[src/rtl/ahb_lite_master_bridge.sv]
// Bridges the multicycle core memory port onto AHB-Lite, one SINGLE word transfer per access.
// err is registered: it carries the status of the latest done from the following cycle, alongside ReadData.
module ahb_lite_master_bridge #(
   parameter int unsigned TIMEOUT_CYCLES = 256,
   parameter logic [3:0]  HPROT_VAL      = 4'b0011
) (
   input  logic        clk,
   input  logic        reset,
   input  logic        req,
   input  logic [31:0] Adr,
   input  logic [31:0] WriteData,
   input  logic        MemWrite,
   output logic [31:0] ReadData,
   output logic        busy,
   output logic        done,
   output logic        err,
   output logic [31:0] HADDR,
   output logic        HWRITE,
   output logic [1:0]  HTRANS,
   output logic [2:0]  HSIZE,
   output logic [2:0]  HBURST,
   output logic [3:0]  HPROT,
   output logic [31:0] HWDATA,
   input  logic [31:0] HRDATA,
   input  logic        HREADY,
   input  logic        HRESP
);

   localparam int unsigned WD_W = 16;
   localparam logic [WD_W-1:0] WD_LIMIT = WD_W'(TIMEOUT_CYCLES - 1);
   localparam logic [1:0] HTRANS_IDLE   = 2'b00;
   localparam logic [1:0] HTRANS_NONSEQ = 2'b10;

   typedef enum logic [1:0] {
      ST_IDLE,
      ST_ADDR,
      ST_DATA,
      ST_ERR
   } state_t;

   state_t          state_q, state_d;
   logic [WD_W-1:0] wd_q, wd_d;
   logic [31:0]     haddr_q, haddr_d;
   logic            hwrite_q, hwrite_d;
   logic [1:0]      htrans_q, htrans_d;
   logic [31:0]     hwdata_q, hwdata_d;
   logic [31:0]     wdata_q, wdata_d;
   logic [31:0]     rdata_q, rdata_d;
   logic            err_q, err_d;
   logic            done_c;
   logic            err_now_c;
   logic            timeout_c;
   logic            unused_ok;

   // Word-aligned bus: the byte offset bits of the core address carry no information here.
   assign unused_ok = ^Adr[1:0];

   always_ff @(posedge clk) begin
      if (reset) begin
         state_q  <= ST_IDLE;
         wd_q     <= '0;
         haddr_q  <= '0;
         hwrite_q <= 1'b0;
         htrans_q <= HTRANS_IDLE;
         hwdata_q <= '0;
         wdata_q  <= '0;
         rdata_q  <= '0;
         err_q    <= 1'b0;
      end else begin
         state_q  <= state_d;
         wd_q     <= wd_d;
         haddr_q  <= haddr_d;
         hwrite_q <= hwrite_d;
         htrans_q <= htrans_d;
         hwdata_q <= hwdata_d;
         wdata_q  <= wdata_d;
         rdata_q  <= rdata_d;
         err_q    <= err_d;
      end
   end

   always_comb begin
      state_d   = state_q;
      haddr_d   = haddr_q;
      hwrite_d  = hwrite_q;
      htrans_d  = htrans_q;
      hwdata_d  = hwdata_q;
      wdata_d   = wdata_q;
      rdata_d   = rdata_q;
      err_d     = err_q;
      done_c    = 1'b0;
      err_now_c = 1'b0;

      // Watchdog fires on the stalled cycle that makes the run TIMEOUT_CYCLES long.
      timeout_c = (state_q != ST_IDLE) && !HREADY && (wd_q == WD_LIMIT);
      if ((state_q == ST_IDLE) || HREADY || timeout_c) begin
         wd_d = '0;
      end else begin
         wd_d = wd_q + WD_W'(1);
      end

      unique case (state_q)
         ST_IDLE: begin
            if (req) begin
               haddr_d  = {Adr[31:2], 2'b00};
               hwrite_d = MemWrite;
               wdata_d  = WriteData;
               htrans_d = HTRANS_NONSEQ;
               state_d  = ST_ADDR;
            end
         end
         ST_ADDR: begin
            if (HREADY) begin
               htrans_d = HTRANS_IDLE;
               hwdata_d = wdata_q;
               state_d  = ST_DATA;
            end
         end
         ST_DATA: begin
            if (HREADY) begin
               // A single-cycle ERROR is illegal AHB; it is still reported as an error completion.
               done_c    = 1'b1;
               err_now_c = HRESP;
               if (!HRESP && !hwrite_q) begin
                  rdata_d = HRDATA;
               end
               state_d = ST_IDLE;
            end else if (HRESP) begin
               state_d = ST_ERR;
            end
         end
         ST_ERR: begin
            if (HREADY) begin
               done_c    = 1'b1;
               err_now_c = 1'b1;
               state_d   = ST_IDLE;
            end
         end
         default: begin
            state_d = ST_IDLE;
         end
      endcase

      if (timeout_c) begin
         done_c    = 1'b1;
         err_now_c = 1'b1;
         htrans_d  = HTRANS_IDLE;
         state_d   = ST_IDLE;
      end

      if (done_c) begin
         err_d = err_now_c;
      end
   end

   // A reset in the completing cycle aborts silently.
   assign done     = done_c && !reset;
   assign busy     = (state_q != ST_IDLE);
   assign err      = err_q;
   assign ReadData = rdata_q;
   assign HADDR    = haddr_q;
   assign HWRITE   = hwrite_q;
   assign HTRANS   = htrans_q;
   assign HWDATA   = hwdata_q;
   assign HSIZE    = 3'b010;
   assign HBURST   = 3'b000;
   assign HPROT    = HPROT_VAL;

endmodule

[config.mk]
export PLATFORM = sky130hd
export DESIGN_NAME = ahb_lite_master_bridge
export DESIGN_NICKNAME = d
export VERILOG_FILES = /design/src/rtl/ahb_lite_master_bridge.sv
export SDC_FILE = /design/constraint.sdc
export NUM_CORES = 1
export LEC_CHECK = 0
export BUFFER_PORTS_ARGS = -buffer_cell sky130_fd_sc_hd__clkbuf_2
export CAP_MARGIN = 20
export CORE_MARGIN = 1
export CORE_UTILIZATION = 48
export DETAILED_ROUTE_END_ITERATION = 12
export PLACE_DENSITY = 0.79
export SLEW_MARGIN = 0
export SYNTH_ARGS = -nofsm -noshare
export SYNTH_HDL_FRONTEND = slang
export SYNTH_SLANG_ARGS = --single-unit
[constraint.sdc]
create_clock -name clk -period 2.45 [get_ports clk]
set_clock_uncertainty 0.1 [all_clocks]
set_input_delay 0.1225 -clock clk [delete_from_list [all_inputs] [get_ports clk]]
set_output_delay 0.1225 -clock clk [all_outputs]
set_load 0.005 [all_outputs]
==> impl_metrics.json <==
{
  "worstHoldPathCells": 5,
  "synthAdderAreaFrac": 0.00235,
  "max_clock_freq_mhz": 421,
  "p_leak_uw": 0.00358,
  "wl_per_cell_um": 14.5,
  "grt_pass1_vias": 5476,
  "fin_hold_ws_ps": 87.8,
  "cp_num_buf_inv": 1,
  "worst_ep_required_time_ps": 2230,
  "maxSlewViolCount": 0,
  "start_kind": "register",
  "ys.warnings.count": 0,
  "drt_iter0_markers": 411,
  "final_common_cell": "nand2_1",
  "cp_slowest_stage_delay_ps": 530,
  "synth_area_leaders": "dfxtp_1, nand2_1, a21oi_1, clkbuf_1, buf_4",
  "numPortBuffers": 198,
  "timing.final.ws_setup_ps": 73.7,
  "layout_common_cells": "nand2_1, clkbuf_2, dfxtp_1",
  "synth_cell_types": 28,
  "seq_area_frac_synth": 0.552,
  "cts_tree": "done",
  "drtAntennaViolNets": 0,
  "ctsLongestPathBuffers": 2,
  "cts.sinks": 147,
  "antenna_found_initial": 0,
  "vdd_drop_max_v": 0.000598,
  "numCtsBuffers": 17,
  "cp.arrival_ps": 2150,
  "instances_no_fill": 1141,
  "core_mm2": 0.0108,
  "hold_violations": 0,
  "crit_type": "register to output pin",
  "grt-ovfl-total": 0,
  "drt-pass1-iter-count": 5,
  "vias_per_cell": 5.03,
  "placedCellCount": 978,
  "grt_max_degree": 50,
  "async_flop_share": 0,
  "yosysTopAreaCell": "dfxtp_1",
  "gp_congestion": 0.780,
  "final_nets": 1092,
  "vias": 5741,
  "critPathSlowestCell": "or4_4",
  "dp_hpwl_mm": 8.17,
  "drive_gt1_frac": 0.256,
  "fp.dieW_um": 107,
  "synth_xor_area_frac": 0.0230,
  "grt_setup_unrepaired": "yes",
  "cts_root_buf": "clkbuf_8",
  "routed_wl_mm": 16.5,
  "start_util": 0.492,
  "crit_cells": 5,
  "antenna_cells": 0,
  "muxShareOfSynthArea": 0,
  "worst-path-max-fanout": 3,
  "reg2reg_depth": 6,
  "htreeDepth": 4,
  "finalCritPeriodShare": 0.970,
  "syn_to_final_growth_pct": 56.2,
  "crit_chain": "nor4_1 -> nand2_1 -> or4_4 -> a21oi_2 -> clkbuf_2",
  "synth.top_cell.area_share": 0.552,
  "synth.avg_cell_area_um2": 7.91,
  "io_pins": 214,
  "critPathTopFamily": "simple AND/OR/NAND/NOR gates",
  "pre_cts_ws_ps": 323,
  "cp-end-kind": "output pin",
  "synth_top_family_by_area": "simple AND/OR/NAND/NOR gates",
  "hold_path.class": "input pin to register",
  "rows": 38,
  "clkLatencyLatePin_ps": 520,
  "synth-main-ff-cell": "dfxtp_1",
  "synth_seq_cells": 147,
  "power.density_mw_per_mm2": 695,
  "syn_inst": 674,
  "setup_viol": 0,
  "remaining_drc_errors": 0,
  "synth_area_mm2": 0.00533,
  "drv_cap": 0,
  "synth_compound_area_frac": 0.128,
  "period_needed_ps": 2380,
  "grt_use_total": 0.282,
  "grt_pass1_wl_mm": 25.4,
  "synth-simple-area-share": 0.238,
  "synth-edff-count": 0,
  "status": "finished, final reports clean",
  "die-height_um": 107,
  "cts.clk_slew.worst_paths_ps": 60,
  "reg2reg_slack_ps": 140,
  "die_area_mm2": 0.0115
}
[power breakdown]
group	switching, uW	internal, uW	leakage [uW]	total, uW
Clock	1020	1650	0.000285	2670
Combinational	290	299	0.00210	589
Sequential	49.5	2480	0.00120	2530
Total	1360	4430	0.00358	5790
[timing repair]
item,4_1_cts,5_1_grt
hold buffers,129,0
pin swaps,1,2
gates resized for setup,6,2
endpoints found under the setup margin,1,4
setup buffers,3,0
endpoints found under the hold margin,104,0
[layout make-up]
cell class	instances	area, um^2
flip-flops and latches	147	2950
fillers	689	2510
repair buffers	341	2400
multi-input cells	476	2180
clock buffers	19	422
clock inverters	12	179
well taps	140	175
inverters	6	22.5
[cell families (layout without fill, tap and decap cells)]
kind of cell / count (synthesis) / in the layout
other: 2 / 13
AO/OA/AOI/OAI: 134 / 134
AND/OR/NAND/NOR: 314 / 314
flip-flops: 147 / 147
adder cells (fa/ha/maj): 1 / 1
buffers and inverters: 62 / 378
XOR/XNOR: 14 / 14
[registers in the layout, summed over array words and instances (netlist names), 2 cells and up]
signal and cells:
wdata_q 32, state_q 2, HADDR 30, HWDATA 32, wd_q 16, ReadData 32
[worst register-to-register path: cells and delay by family, from the launching register on]
family	cells	cell delay, ps
buf+inv	2	850
flops	1	440
simple gates	3	720
compound gates	1	90
[final timing paths]
check                   start           end
setup / recovery     wd_q[14]          done
hold reg to reg   wdata_q[12]    HWDATA[12]
hold / removal            req     HADDR[25]
setup reg to reg   state_q[1]  ReadData[21]
[synthesized netlist by cell type (2+ instances only)]
cell type and count:
dfxtp_1 147, xnor2_1 11, nor4_1 6, buf_2 10, a21oi_2 2, clkbuf_1 32, a21oi_1 131, nand3_1 5
nand4_1 4, buf_4 13, inv_1 6, nor2_1 22, xor2_1 3, nand2_1 260, nor3_1 8, conb_1 2
[metal layers]
metal,part of all wire,GRT usage,up-vias,wire [um]
met1,0.39,0.300,2654,6460
met2,0.51,0.507,245,8430
met5,0,0,-,0
li1,-,-,2784,-
met3,0.064,0.0678,58,1060
met4,0.034,0.159,0,553
[through the flow]
stage | setup TNS, ps | utilization | instance area [um^2] | total power (uW)
5_1_grt | -2.74 | 0.768 | 8330 | 5980
6_report | 0 | 0.768 | 8330 | 5790
2_1_floorplan | 0 | - | 5370 | 2800
3_5_place_dp | 0 | 0.589 | 6380 | 2970
4_1_cts | 0 | 0.768 | 8320 | 5780
3_3_place_gp | 0 | 0.589 | 6380 | 2960
Note: power is estimated with default switching activity, not from simulation.
